--- config.mk ---
export PLATFORM = sky130hd
export DESIGN_NAME = mem_stage
export DESIGN_NICKNAME = d
export VERILOG_FILES = /design/src/rtl/mem_stage.sv
export SDC_FILE = /design/constraint.sdc
export NUM_CORES = 1
export LEC_CHECK = 0
export BUFFER_PORTS_ARGS = -buffer_cell sky130_fd_sc_hd__buf_4
export CORE_AREA = 2 2 98 100
export CTS_BUF_LIST = sky130_fd_sc_hd__clkbuf_8
export DETAILED_ROUTE_END_ITERATION = 16
export DIE_AREA = 0 0 100 102
export PLACE_DENSITY = 0.87
export SYNTH_ARGS = -nofsm -noshare
export SYNTH_HDL_FRONTEND = slang
export SYNTH_SLANG_ARGS = --single-unit
--- constraint.sdc ---
create_clock -name CLK -period 2.6 [get_ports CLK]
set_input_delay 0.13 -clock CLK [delete_from_list [all_inputs] [get_ports CLK]]
set_output_delay 0.13 -clock CLK [all_outputs]
set_load 0.02 [all_outputs]
--- src/rtl/mem_stage.sv ---
// RV32I memory stage: req/ack data-bus master with wait-state stall and timeout, store/load formatting, MEM/WB register.
// Optional misaligned-access trap is enabled by defining MISALIGN_TRAP_EN.
module mem_stage #(
  parameter int MAX_WAIT = 16
) (
  input  logic        CLK,
  input  logic        RESETn,
  input  logic        regWriteM,
  input  logic        memWriteM,
  input  logic [1:0]  ResultSrcM,
  input  logic [2:0]  funct3M,
  input  logic [31:0] aluResultM,
  input  logic [31:0] writeDataM,
  input  logic [31:0] PCPlus4M,
  input  logic [4:0]  rdM,
  output logic        dReq,
  output logic        dWe,
  output logic [31:0] dAddr,
  output logic [31:0] dWdata,
  output logic [3:0]  dBe,
  input  logic        dAck,
  input  logic [31:0] dRdata,
  output logic        stallM,
  output logic        regWriteW,
  output logic [4:0]  rdW,
  output logic [31:0] ResultW,
  output logic        busErr,
  output logic        misalignM
);

  localparam int CW = $clog2(MAX_WAIT + 1);
  localparam logic [CW-1:0] LAST_CNT = CW'(MAX_WAIT - 1);

  typedef enum logic {
    S_IDLE,
    S_WAIT
  } state_t;

  state_t        r_state;
  state_t        w_next;
  logic [CW-1:0] r_wait_cnt;

  logic        w_mem_op;
  logic [1:0]  w_off;
  logic        w_misalign;
  logic        w_dreq;
  logic        w_stall;
  logic        w_abort;
  logic [3:0]  w_be;
  logic [31:0] w_wdata;
  logic [7:0]  w_byte;
  logic [15:0] w_half;
  logic [31:0] w_load_data;
  logic [31:0] w_result;

  assign w_mem_op = memWriteM | (ResultSrcM == 2'b01);
  assign w_off    = aluResultM[1:0];

`ifdef MISALIGN_TRAP_EN
  logic w_bad_align;
  assign w_bad_align = ((funct3M[1:0] == 2'b01) && w_off[0]) ||
                       ((funct3M[1:0] == 2'b10) && (w_off != 2'b00));
  // Only a fresh access in IDLE can be trapped; WAIT always holds an aligned one.
  assign w_misalign  = RESETn && (r_state == S_IDLE) && w_mem_op && w_bad_align;
`else
  assign w_misalign  = 1'b0;
`endif

  assign misalignM = w_misalign;

  // FSM: state register, also owns the wait-state counter.
  always_ff @(posedge CLK) begin
    // NOTE: sequential state uses non-blocking assignments so every register samples pre-edge values.
    if (!RESETn) begin
      r_state    <= S_IDLE;
      r_wait_cnt <= '0;
    end else begin
      r_state    <= w_next;
      r_wait_cnt <= ((r_state == S_WAIT) && (w_next == S_WAIT)) ? r_wait_cnt + 1'b1 : '0;
    end
  end

  // FSM: next-state logic.
  always_comb begin
    // NOTE: every always_comb output gets a default first so no path infers a latch.
    w_next = r_state;
    case (r_state)
      S_IDLE: if (w_mem_op && !w_misalign && !dAck) w_next = S_WAIT;
      S_WAIT: if (dAck || w_abort) w_next = S_IDLE;
      default: w_next = S_IDLE;
    endcase
  end

  // FSM: outputs; reset masks the request and the stall.
  always_comb begin
    w_dreq  = 1'b0;
    w_stall = 1'b0;
    w_abort = 1'b0;
    if (RESETn) begin
      case (r_state)
        S_IDLE: begin
          if (w_mem_op && !w_misalign) begin
            w_dreq  = 1'b1;
            w_stall = !dAck;
          end
        end
        S_WAIT: begin
          w_dreq = 1'b1;
          if (!dAck) begin
            if (r_wait_cnt == LAST_CNT) w_abort = 1'b1;
            else                        w_stall = 1'b1;
          end
        end
        default: ;
      endcase
    end
  end

  assign dReq   = w_dreq;
  assign stallM = w_stall;
  assign dWe    = memWriteM;
  assign dAddr  = {aluResultM[31:2], 2'b00};
  assign dBe    = w_be;
  assign dWdata = w_wdata;

  // Store formatting: replicate data across lanes, select lanes with byte enables.
  always_comb begin
    w_be    = 4'b1111;
    w_wdata = writeDataM;
    case (funct3M)
      3'b000: begin
        w_be    = 4'b0001 << w_off;
        w_wdata = {4{writeDataM[7:0]}};
      end
      3'b001: begin
        w_be    = w_off[1] ? 4'b1100 : 4'b0011;
        w_wdata = {2{writeDataM[15:0]}};
      end
      default: ;
    endcase
    if (!memWriteM) w_be = 4'b1111;
  end

  always_comb begin
    w_byte = dRdata[7:0];
    case (w_off)
      2'b00: w_byte = dRdata[7:0];
      2'b01: w_byte = dRdata[15:8];
      2'b10: w_byte = dRdata[23:16];
      2'b11: w_byte = dRdata[31:24];
      default: ;
    endcase
  end

  assign w_half = w_off[1] ? dRdata[31:16] : dRdata[15:0];

  // Load extraction; an aborted access returns zero.
  always_comb begin
    w_load_data = dRdata;
    case (funct3M)
      3'b000: w_load_data = {{24{w_byte[7]}}, w_byte};
      3'b100: w_load_data = {24'd0, w_byte};
      3'b001: w_load_data = {{16{w_half[15]}}, w_half};
      3'b101: w_load_data = {16'd0, w_half};
      default: ;
    endcase
    if (w_abort || w_misalign) w_load_data = '0;
  end

  always_comb begin
    w_result = aluResultM;
    case (ResultSrcM)
      2'b01:   w_result = w_load_data;
      2'b10:   w_result = PCPlus4M;
      default: w_result = aluResultM;
    endcase
  end

  // MEM/WB register: a stalled cycle injects a bubble and holds the payload.
  always_ff @(posedge CLK) begin
    if (!RESETn) begin
      regWriteW <= 1'b0;
      rdW       <= '0;
      ResultW   <= '0;
    end else if (w_stall) begin
      regWriteW <= 1'b0;
    end else begin
      regWriteW <= regWriteM & ~w_abort & ~w_misalign;
      rdW       <= rdM;
      ResultW   <= w_result;
    end
  end

  always_ff @(posedge CLK) begin
    if (!RESETn)      busErr <= 1'b0;
    else if (w_abort) busErr <= 1'b1;
  end

endmodule

---- Yosys cells after proc, flatten, opt, wreduce, memory -nomap -nowiden ----
Index checks and enable logic that the tools add are counted.
cells by class
  add/subtract/negate cells ............... 1
  multipliers ............................. 0
  div/mod/pow operators ................... 0
  $lt $le $gt $ge ......................... 0
  equal/unequal tests ..................... 9
  shift operators ......................... 1
  mux-type cells .......................... 24
  bitwise operators ....................... 5
  reduce and logical (&&, ||, !) cells .... 8
operators by type and width
  kind                 number
  $pmux 32 s2          2
  $pmux 32 s4          1
  $mux 32              1
  $pmux 8 s4           1
  $mux 16              1
  $mux 1               12
  $mux 4               2
  $pmux 4 s2           1
  $eq 2x2->1 const B   3
  $eq 3x3->1 const B   2
  $pmux 1 s2           3
  $add 5x1->5 const B  1
  $eq 5x4->1 const B   1
  $eq 2x1->1 const B   2
  $shl 1x2->4 const A  1
  $eq 3x1->1 const B   1
  $logic_not 3->1      1
  $not 1->1            3
  $logic_and 1x1->1    2
  $logic_not 2->1      1
  $reduce_and 2->1     1
  $reduce_or 2->1      1
  $and 1x1->1          1
  $logic_not 1->1      1
  2 further kinds      2
storage, ports and cells
  bits in registers ....................... 45
  bits in latches ......................... 0
  bits in writable memories ............... 0
  bits in read-only memories .............. 0
  output and inout bits ................... 111
  memories ................................ 0

---- Depth between registers and ports, before layout ----
Gate-level depths: netlist (run 1).
  word-level depth ........................ 10
  mapped depth ............................ 10
  depth with buffers taken out ............ 7

---- Worst setup path before layout (run 1) ----
No wires, ideal clock.
  path kind ............................... flip-flop to flip-flop
  start ................................... reg r_wait_cnt[0]
  end ..................................... reg r_wait_cnt[1]
  library setup time ...................... 0.061 ns
  data arrival time ....................... 2.185 ns
  data required time ...................... 2.539 ns
  slack ................................... 0.355 ns
  stages on the path, launching flop included .. 11
  buffers on the path ..................... 3
  path through ............................ dfxtp_1 > ha_1 > and3_1 > ha_1 > nand2_1 > or3b_1 > buf_2 > buf_6 > buf_6 > nor2_1 > and3_1
on the way
  cells in the longest elaborated chain, start to end .. 10
  elaborated cells between the ends (all ways) .. 11
ends and longest elaborated chain
  item                        line  source
  start, declared             41    logic [CW-1:0] r_wait_cnt;
  start signal, assigned      79    r_wait_cnt <= ((r_state == S_WAIT) && (w_next == S_WAIT)) ? r_wait_cnt + 1'b1 : '0;
  $eq 5x4->1                  110   if (r_wait_cnt == LAST_CNT) w_abort = 1'b1;
  $mux 1                      110
  $mux 1                      109   if (!dAck) begin
  $mux 1                      100   case (r_state)
  $mux 1                      99    if (RESETn) begin
  $logic_or 1x1->1            89    S_WAIT: if (dAck || w_abort) w_next = S_IDLE;
  $mux 1                      89
  $pmux 1 s2                  87    case (r_state)
  $logic_and 1x1->1           79
  $reduce_and 2->1 (no line)  -
Several ways; a longest one is shown, not always the timed one.
A chain may end at the register's enable or synchronous reset.

---- Worst setup path in the final report (run 1) ----
  start ................................... reg r_wait_cnt[0]
  end ..................................... reg ResultW[17]
on the way
  cells in the longest elaborated chain, start to end .. 7
  elaborated cells between the ends (all ways) .. 11
ends and longest elaborated chain
  item                  line  source
  $eq 5x4->1 *          110
  $mux 1                110
  $mux 1                109
  $mux 1                100
  $mux 1                99
  $mux 32               167   if (w_abort || w_misalign) w_load_data = '0;
  $pmux 32 s2           172   case (ResultSrcM)
  end signal, assigned  190   ResultW <= w_result;
  end, declared         26    output logic [31:0] ResultW,
Mark *: on every way between the ends. The rest lies on a longest branch, timed or not.

==> results of run 1 <==
[how the worst max path moves through the flow]
stage | end | slack [ns] | depth (start not counted)
floorplan | r_wait_cnt[1] | 0.35 | 10
global placement | ResultW[19] | 0.35 | 8
detailed placement | ResultW[17] | 0.16 | 8
CTS | stallM | 0.16 | 7
global route | ResultW[30] | -0.06 | 7
finish | ResultW[17] | 0.11 | 8
[layer usage]
metal / track usage, % / share of wire, % / vias to the layer above
met5: 0 / 0 / -
met3: 4.309 / 7.9 / 38
li1: - / - / 2230
met1: 36.19 / 41 / 2192
met4: 9.484 / 2.9 / 0
met2: 48.60 / 48 / 268
[per-stage QoR]
| step | utilization [%] | instances | area (um2) |
|---|---|---|---|
| 2_1_floorplan | - | 527 | 4039 |
| 4_1_cts | 62.88 | 818 | 5728 |
| 3_3_place_gp | 61.61 | 810 | 5612 |
| 6_report | 62.97 | 818 | 5736 |
| 5_1_grt | 62.97 | 818 | 5736 |
| 3_5_place_dp | 61.61 | 810 | 5612 |
[worst max-delay path: cells and delay by family, from the launching register on]
| family | cells | cell delay, ns |
|---|---|---|
| buffers and inverters | 1 | 0.26 |
| DFF | 1 | 0.33 |
| adders and majority gates | 2 | 0.42 |
| and+or+nand+nor | 3 | 0.94 |
| AOI/OAI and AO/OA | 2 | 0.44 |
[cell usage in the layout, fill, tap and decap left out, types with 3 or more instances in the layout]
| cell type | instances |
|---|---|
| sky130_fd_sc_hd__o21bai_1 | 3 |
| sky130_fd_sc_hd__buf_4 | 262 |
| sky130_fd_sc_hd__nor2b_1 | 5 |
| sky130_fd_sc_hd__nand3_1 | 3 |
| sky130_fd_sc_hd__a221oi_1 | 8 |
| sky130_fd_sc_hd__o22ai_1 | 3 |
| sky130_fd_sc_hd__a2111oi_0 | 16 |
| sky130_fd_sc_hd__a21oi_1 | 9 |
| sky130_fd_sc_hd__nand2b_1 | 32 |
| sky130_fd_sc_hd__conb_1 | 3 |
| sky130_fd_sc_hd__nor2_1 | 22 |
| sky130_fd_sc_hd__clkbuf_8 | 6 |
| sky130_fd_sc_hd__a32oi_1 | 16 |
| sky130_fd_sc_hd__a2111o_1 | 3 |
| sky130_fd_sc_hd__o211ai_1 | 4 |
| sky130_fd_sc_hd__nand2_1 | 106 |
| sky130_fd_sc_hd__mux2i_1 | 37 |
| sky130_fd_sc_hd__ha_1 | 4 |
| sky130_fd_sc_hd__o221ai_1 | 8 |
| sky130_fd_sc_hd__inv_1 | 13 |
| sky130_fd_sc_hd__mux2_2 | 15 |
| sky130_fd_sc_hd__dfxtp_1 | 45 |
| sky130_fd_sc_hd__nor3_1 | 4 |
| sky130_fd_sc_hd__a311oi_1 | 26 |
| sky130_fd_sc_hd__a21o_1 | 6 |
| sky130_fd_sc_hd__o21ai_0 | 13 |
[area by class of cell]
class | count | area (um2)
clock buffers | 6 | 82.58
clock inverters | 2 | 33.78
fillers | 796 | 3373
inverters | 13 | 48.80
multi-input cells | 378 | 2544
flip-flops and latches | 45 | 900.9
well taps | 111 | 138.9
repair buffers | 263 | 1987
[Yosys cell counts (all sizes together) (8+ instances only)]
cell,n
clkbuf,27
dfxtp,45
buf,64
inv,13
a21oi,10
a311oi,26
a221oi,8
o21ai,14
nand2,106
mux2i,37
o221ai,8
a2111oi,16
nand2b,32
nor2,23
a32oi,16
mux2,15
[registers in the layout, indices dropped and copies added (netlist names)]
signal,cells
ResultW,32
r_wait_cnt,5
rdW,5
busErr,1
r_state,1
regWriteW,1
[where the power goes]
group / switching, mW / internal (mW)
combinational: 0.547 / 0.464
sequential: 0.0352 / 0.747
clock: 0.257 / 0.310
total: 0.839 / 1.52
[timing repair]
item                                    4_1_cts  5_1_grt
resized for setup                             0        1
hold buffers                                  0        0
endpoints found under the setup margin        0       17
[kinds of logic after synthesis]
family / synth area share [%]
XOR/XNOR: 0.4346
buffers and inverters: 15.02
adder cells (fa/ha/maj): 1.242
other: 0.09302
AND/OR/NAND/NOR: 21.45
multiplexers: 13.94
AO/OA/AOI/OAI: 25.48
flip-flops: 22.35
==> reports/qor.json, run 1 <==
{
  "outcome": {"value": "complete, no violations"},
  "hold_depth": {"value": 3},
  "worst_path_largest_cell_delay": {"value": 0.40, "unit": "ns"},
  "min_to": {"value": "regWriteW"},
  "final.min_clock_period": {"value": 2.488, "unit": "ns"},
  "cp_launch_point": {"value": "r_wait_cnt[0]"},
  "cp.required": {"value": 2.82, "unit": "ns"},
  "rows": {"value": 35},
  "power.density_cell_area": {"value": 411.3, "unit": "nW/um2"},
  "synth-seq-area-share": {"value": 22.35, "unit": "%"},
  "p_leak": {"value": 2.763, "unit": "nW"},
  "number_of_post_cts_setup_repair_buffers": {"value": 0},
  "synth.ff_latch_count": {"value": 45},
  "pin_count": {"value": 254},
  "timing.critical_path.from_type": {"value": "flip-flop"},
  "dpl.hpwl": {"value": 11880, "unit": "um"},
  "worst_setup_path_end_kind": {"value": "flip-flop"},
  "drive_gt1_share": {"value": 41.87, "unit": "%"},
  "drt_pre_antenna_iters": {"value": 5},
  "clk-insertion-delay-late": {"value": 0.31, "unit": "ns"},
  "fmax": {"value": 401.9, "unit": "MHz"},
  "most_frequently_used_flop_master_after_synthesis": {"value": "sky130_fd_sc_hd__dfxtp_1"},
  "critical_path.cell_chain": {"value": "ha_1 -> and3_1 -> ha_1 -> and4b_1 -> nor2_2 -> buf_4 -> a32oi_1 -> a311oi_1"},
  "grt_antenna_before_repair": {"value": 0},
  "totalNegativeSetupSlack": {"value": 0, "unit": "ns"},
  "antenna_cells": {"value": 0},
  "max_slew.worst_pin.slew": {"value": 0.8434, "unit": "ns"},
  "synth_edf_count": {"value": 0},
  "drt_wl_total": {"value": 15140, "unit": "um"},
  "yosys.area.top_type_share": {"value": 22.35, "unit": "%"},
  "data_arrival_critical_path": {"value": 2.71, "unit": "ns"},
  "clk_root_buffer_cell": {"value": "sky130_fd_sc_hd__clkbuf_8"},
  "critical_path.reg2reg.endpoint": {"value": "ResultW[17]"},
  "cts_tree": {"value": "done"},
  "synth_async_sr_flop_share": {"value": 0, "unit": "%"},
  "critical-path-slowest-cell": {"value": "sky130_fd_sc_hd__and4b_1"},
  "portBuffers": {"value": 250},
  "post-place-ws": {"value": 0.1627, "unit": "ns"},
  "largest_net_degree_at_the_start_of_global_routing": {"value": 38},
  "largest_cells_by_area_after_synthesis": {"value": "sky130_fd_sc_hd__dfxtp_1 (22%), sky130_fd_sc_hd__nand2_1 (9.9%), sky130_fd_sc_hd__mux2i_1 (9.2%), sky130_fd_sc_hd__buf_4 (7.8%), sky130_fd_sc_hd__a311oi_1 (5.6%)"},
  "timing.final.max_slew_violations": {"value": 0},
  "grt_pass1_vias": {"value": 4479},
  "slew-limit-headroom": {"value": 43.71, "unit": "%"},
  "synth_top_area_cell": {"value": "sky130_fd_sc_hd__dfxtp_1"},
  "avgViaCountPerCell": {"value": 5.780},
  "ctsLongestPathBuffers": {"value": 2},
  "rr_worst_depth": {"value": 8},
  "critPathMaxFanout": {"value": 19},
  "clock-sinks": {"value": 45},
  "count_of_antenna_violating_nets_left_after_detailed_routing": {"value": 0},
  "chipWidth": {"value": 100, "unit": "um"},
  "launching_point_of_the_worst_reg2reg_path": {"value": "r_wait_cnt[0]"},
  "crit_path_frequent_cell": {"value": "sky130_fd_sc_hd__ha_1"},
  "cts-htree-levels": {"value": 2},
  "layout_worst_path_cycle_share": {"value": 95.69, "unit": "%"},
  "worstHoldStart": {"value": "regWriteM"},
  "mean_instance_size_in_the_synthesized_netlist": {"value": 7.679, "unit": "um2"},
  "total_power": {"value": 2.359, "unit": "mW"},
  "report.final.hold_viol_count": {"value": 0},
  "clock_transition_at_the_registers_of_the_reported_paths": {"value": 0.09, "unit": "ns"},
  "hold-worst-slack": {"value": 0.06735, "unit": "ns"},
  "overflow": {"value": 0},
  "reg2reg_setup_slack": {"value": 0.11, "unit": "ns"},
  "ys_warn_count": {"value": 0},
  "clock-skew-final": {"value": 0.008737, "unit": "ns"},
  "yosys.cell_types.count": {"value": 55},
  "overall_via_count_from_detail_route": {"value": 4728},
  "die_footprint": {"value": 10200, "unit": "um2"},
  "global_route.usage.total": {"value": 28.17, "unit": "%"},
  "min_path_type": {"value": "primary input to flip-flop"},
  "first_iter_violations": {"value": 288},
  "unrepaired_setup_endpoints_after_global_routing": {"value": "true"},
  "setup_ws": {"value": 0.1121, "unit": "ns"},
  "floorplan.initialDensity": {"value": 44.26, "unit": "%"},
  "grt_pass1_wl": {"value": 22990, "unit": "um"},
  "critPathKind": {"value": "flip-flop to flip-flop"},
  "cts_buffers": {"value": 5},
  "syn-instance-count": {"value": 525},
  "area_growth_syn_to_layout": {"value": 42.27, "unit": "%"},
  "drc": {"value": 0},
  "route.detailed.wl_per_inst": {"value": 18.51, "unit": "um"},
  "ir_drop": {"value": 0.0002242, "unit": "V"},
  "finalSetupViolations": {"value": 0},
  "num-nets-final": {"value": 853},
  "finalWeightedCongestion": {"value": 0.9870},
  "fp.dieH": {"value": 102, "unit": "um"},
  "netlist_area": {"value": 4031, "unit": "um2"},
  "maxCapViolations": {"value": 0},
  "core_region_area": {"value": 9109, "unit": "um2"}
}
Note: power is estimated with default switching activity, not from simulation.
==> run 2: changes to the inputs <==
==> config.mk (replaced) <==
export PLATFORM = sky130hd
export DESIGN_NAME = mem_stage
export DESIGN_NICKNAME = d
export VERILOG_FILES = /design/src/rtl/mem_stage.sv
export SDC_FILE = /design/constraint.sdc
export NUM_CORES = 1
export LEC_CHECK = 0
export BUFFER_PORTS_ARGS = -buffer_cell sky130_fd_sc_hd__buf_4
export CORE_MARGIN = 2
export CORE_UTILIZATION = 45
export CTS_BUF_LIST = sky130_fd_sc_hd__clkbuf_4 sky130_fd_sc_hd__clkbuf_8
export DETAILED_ROUTE_END_ITERATION = 16
export PLACE_DENSITY = 0.88
export SYNTH_ARGS = -nofsm -noshare
export SYNTH_HDL_FRONTEND = slang
export SYNTH_SLANG_ARGS = --single-unit
==> reports/qor.json, run 2 (same netlist as run 1, synthesis figures left out) <==
{
  "outcome": {"value": "complete, no violations", "change": "unchanged"},
  "global_route.usage.total": {"value": 29.10, "unit": "%", "change": "was 28.17%"},
  "fp.dieH": {"value": 98.65, "unit": "um", "change": "was 102 um"},
  "cts_resized": {"value": 0, "change": "unchanged"},
  "fill_cells": {"value": 757, "change": "was 796"},
  "finalSetupViolations": {"value": 0, "change": "unchanged"},
  "p_leak": {"value": 2.750, "unit": "nW", "change": "was 2.763 nW"},
  "cp.required": {"value": 2.73, "unit": "ns", "change": "was 2.82 ns"},
  "cts_tree": {"value": "done", "change": "unchanged"},
  "finalWeightedCongestion": {"value": 0.8782, "change": "was 0.9870"},
  "cts-hold-fix-buffers": {"value": 0, "change": "unchanged"},
  "layout_worst_path_cycle_share": {"value": 95.21, "unit": "%", "change": "was 95.69%"},
  "slew-limit-headroom": {"value": 38.39, "unit": "%", "change": "was 43.71%"},
  "worst_setup_path_end_kind": {"value": "flip-flop", "change": "unchanged"},
  "ctsLongestPathBuffers": {"value": 2, "change": "unchanged"},
  "mostFrequentLayoutCell": {"value": "sky130_fd_sc_hd__buf_4", "change": "unchanged"},
  "chipWidth": {"value": 98.65, "unit": "um", "change": "was 100 um"},
  "area_growth_syn_to_layout": {"value": 41.50, "unit": "%", "change": "was 42.27%"},
  "overall_via_count_from_detail_route": {"value": 4675, "change": "was 4728"},
  "worstHoldStart": {"value": "regWriteM", "change": "unchanged"},
  "hold-worst-slack": {"value": 0.06632, "unit": "ns", "change": "was 0.06735 ns"},
  "placedInstanceArea": {"value": 5608, "unit": "um2", "change": "was 5612 um2"},
  "clock-sinks": {"value": 45, "change": "unchanged"},
  "drt_pre_antenna_iters": {"value": 5, "change": "unchanged"},
  "count_of_antenna_violating_nets_left_after_detailed_routing": {"value": 0, "change": "unchanged"},
  "min_path_type": {"value": "primary input to flip-flop", "change": "unchanged"},
  "data_arrival_critical_path": {"value": 2.61, "unit": "ns", "change": "was 2.71 ns"},
  "pin_count": {"value": 254, "change": "unchanged"},
  "launching_point_of_the_worst_reg2reg_path": {"value": "r_wait_cnt[0]", "change": "unchanged"},
  "comb_power_share": {"value": 44.6, "unit": "%", "change": "was 42.8%"},
  "total_power": {"value": 2.255, "unit": "mW", "change": "was 2.359 mW"},
  "clk_root_buffer_cell": {"value": "sky130_fd_sc_hd__clkbuf_8", "change": "unchanged"},
  "max_slew.worst_pin.slew": {"value": 0.9241, "unit": "ns", "change": "was 0.8434 ns"},
  "drt_wl_total": {"value": 14890, "unit": "um", "change": "was 15140 um"},
  "critical_path.reg2reg.endpoint": {"value": "ResultW[29]", "change": "was ResultW[17]"},
  "layout_top_registers": {"value": "ResultW (32), r_wait_cnt (5), rdW (5)", "change": "unchanged"},
  "final.min_clock_period": {"value": 2.476, "unit": "ns", "change": "was 2.488 ns"},
  "final_area": {"value": 5704, "unit": "um2", "change": "was 5736 um2"},
  "largest_reg_flops": {"value": 32, "change": "unchanged"},
  "drc": {"value": 0, "change": "unchanged"},
  "antenna_cells": {"value": 0, "change": "unchanged"},
  "portBuffers": {"value": 250, "change": "unchanged"},
  "sequentialPowerShare": {"value": 34.7, "unit": "%", "change": "was 33.1%"},
  "clock-skew-final": {"value": 0.009165, "unit": "ns", "change": "was 0.008737 ns"},
  "first_iter_violations": {"value": 336, "change": "was 288"},
  "rr_worst_depth": {"value": 8, "change": "unchanged"},
  "cts_buffers": {"value": 5, "change": "unchanged"},
  "ir_drop": {"value": 0.0002184, "unit": "V", "change": "was 0.0002242 V"},
  "mostFrequentLayoutCells": {"value": "sky130_fd_sc_hd__buf_4 (262), sky130_fd_sc_hd__nand2_1 (106), sky130_fd_sc_hd__dfxtp_1 (45), sky130_fd_sc_hd__mux2i_1 (37), sky130_fd_sc_hd__nand2b_1 (32)", "change": "unchanged"},
  "grt_pass1_wl": {"value": 23010, "unit": "um", "change": "was 22990 um"},
  "totalNegativeSetupSlack": {"value": 0, "unit": "ns", "change": "unchanged"},
  "maxCapViolations": {"value": 0, "change": "unchanged"},
  "largest-register": {"value": "ResultW", "change": "unchanged"},
  "cp_launch_point": {"value": "r_wait_cnt[0]", "change": "unchanged"},
  "power.density_cell_area": {"value": 395.3, "unit": "nW/um2", "change": "was 411.3 nW/um2"},
  "clockPowerShare": {"value": 20.7, "unit": "%", "change": "was 24.0%"},
  "timing.final.max_slew_violations": {"value": 0, "change": "unchanged"},
  "report.final.hold_viol_count": {"value": 0, "change": "unchanged"},
  "critPathMaxFanout": {"value": 19, "change": "unchanged"},
  "cts-htree-levels": {"value": 2, "change": "unchanged"},
  "switching_share": {"value": 36.80, "unit": "%", "change": "was 35.56%"},
  "min_to": {"value": "regWriteW", "change": "unchanged"},
  "clk-insertion-delay-late": {"value": 0.30, "unit": "ns", "change": "was 0.31 ns"},
  "route.detailed.wl_per_inst": {"value": 18.27, "unit": "um", "change": "was 18.51 um"},
  "critPathKind": {"value": "flip-flop to flip-flop", "change": "unchanged"},
  "grt_antenna_before_repair": {"value": 0, "change": "unchanged"},
  "fmax": {"value": 404.0, "unit": "MHz", "change": "was 401.9 MHz"},
  "die_footprint": {"value": 9732, "unit": "um2", "change": "was 10200 um2"},
  "core_region_area": {"value": 8721, "unit": "um2", "change": "was 9109 um2"},
  "p_sw": {"value": 0.8299, "unit": "mW", "change": "was 0.8388 mW"},
  "overflow": {"value": 0, "change": "unchanged"},
  "seq_area": {"value": 900.9, "unit": "um2", "change": "unchanged"},
  "largest_net_degree_at_the_start_of_global_routing": {"value": 57, "change": "was 38"},
  "avgViaCountPerCell": {"value": 5.736, "change": "was 5.780"},
  "hold_depth": {"value": 3, "change": "unchanged"},
  "grt_pass1_vias": {"value": 4446, "change": "was 4479"},
  "intPower": {"value": 1.425, "unit": "mW", "change": "was 1.520 mW"},
  "unrepaired_setup_endpoints_after_global_routing": {"value": "false", "change": "was true"},
  "reg2reg_setup_slack": {"value": 0.12, "unit": "ns", "change": "was 0.11 ns"},
  "post-route-util": {"value": 65.41, "unit": "%", "change": "was 62.97%"},
  "rows": {"value": 34, "change": "was 35"},
  "dpl.hpwl": {"value": 11640, "unit": "um", "change": "was 11880 um"},
  "floorplan.initialDensity": {"value": 46.23, "unit": "%", "change": "was 44.26%"},
  "clock_transition_at_the_registers_of_the_reported_paths": {"value": 0.09, "unit": "ns", "change": "about the same"},
  "drive_gt1_share": {"value": 42.01, "unit": "%", "change": "was 41.87%"},
  "area_used_by_multi_input_combinational_logic": {"value": 2536, "unit": "um2", "change": "was 2544 um2"},
  "number_of_post_cts_setup_repair_buffers": {"value": 0, "change": "unchanged"},
  "num-nets-final": {"value": 853, "change": "unchanged"},
  "timing.critical_path.from_type": {"value": "flip-flop", "change": "unchanged"}
}
## run 2: how the worst max path moves through the flow
stage	to	slack, ns	depth (start not counted)
6_report	ResultW[29]	0.12	8
5_1_grt	ResultW[29]	0.02	8
4_1_cts	stallM	0.19	7
3_5_place_dp	ResultW[14]	0.25	8
3_3_place_gp	ResultW[29]	0.32	8
2_1_floorplan	r_wait_cnt[1]	0.35	10
## run 2: final cells by class
class,instances,area share (%)
clock buffer,6,1.448
clock inverter,2,0.2413
inverter,13,0.8555
multi-input combinational,378,44.46
sequential,45,15.79
tap,108,2.369
timing repair buffer,263,34.83
## run 2: power by group through the flow
stage,sequential [mW],clock [mW],combinational [mW]
floorplan,0.857,0,0.511
global placement,0.794,0,0.981
CTS,0.781,0.473,1.00
detailed placement,0.796,0,1.00
finish,0.782,0.466,1.01
global route,0.789,0.500,1.07
## run 2: critical path, stage by stage (launching register included)
cell and delay [ns]:
sky130_fd_sc_hd__dfxtp_1 0.36, sky130_fd_sc_hd__ha_1 0.19, sky130_fd_sc_hd__and3_1 0.17, sky130_fd_sc_hd__ha_1 0.16
sky130_fd_sc_hd__and4b_1 0.62, sky130_fd_sc_hd__nor2_2 0.11, sky130_fd_sc_hd__buf_4 0.22, sky130_fd_sc_hd__a32oi_1 0.33
sky130_fd_sc_hd__a311oi_1 0.15
## run 2: routing by layer
metal,GRT usage (%),vias to the layer above,routed length [um]
li1,-,2225,-
met1,38.66,2193,6179
met2,47.99,229,7149
met3,5.816,28,1232
met4,8.535,0,324
met5,0,-,0
## run 2: per-stage QoR
step / instances / worst slack [ns]
floorplan: 527 / 0.3549
finish: 815 / 0.1245
CTS: 815 / 0.1862
global placement: 807 / 0.3206
global route: 815 / 0.02048
detailed placement: 807 / 0.2525
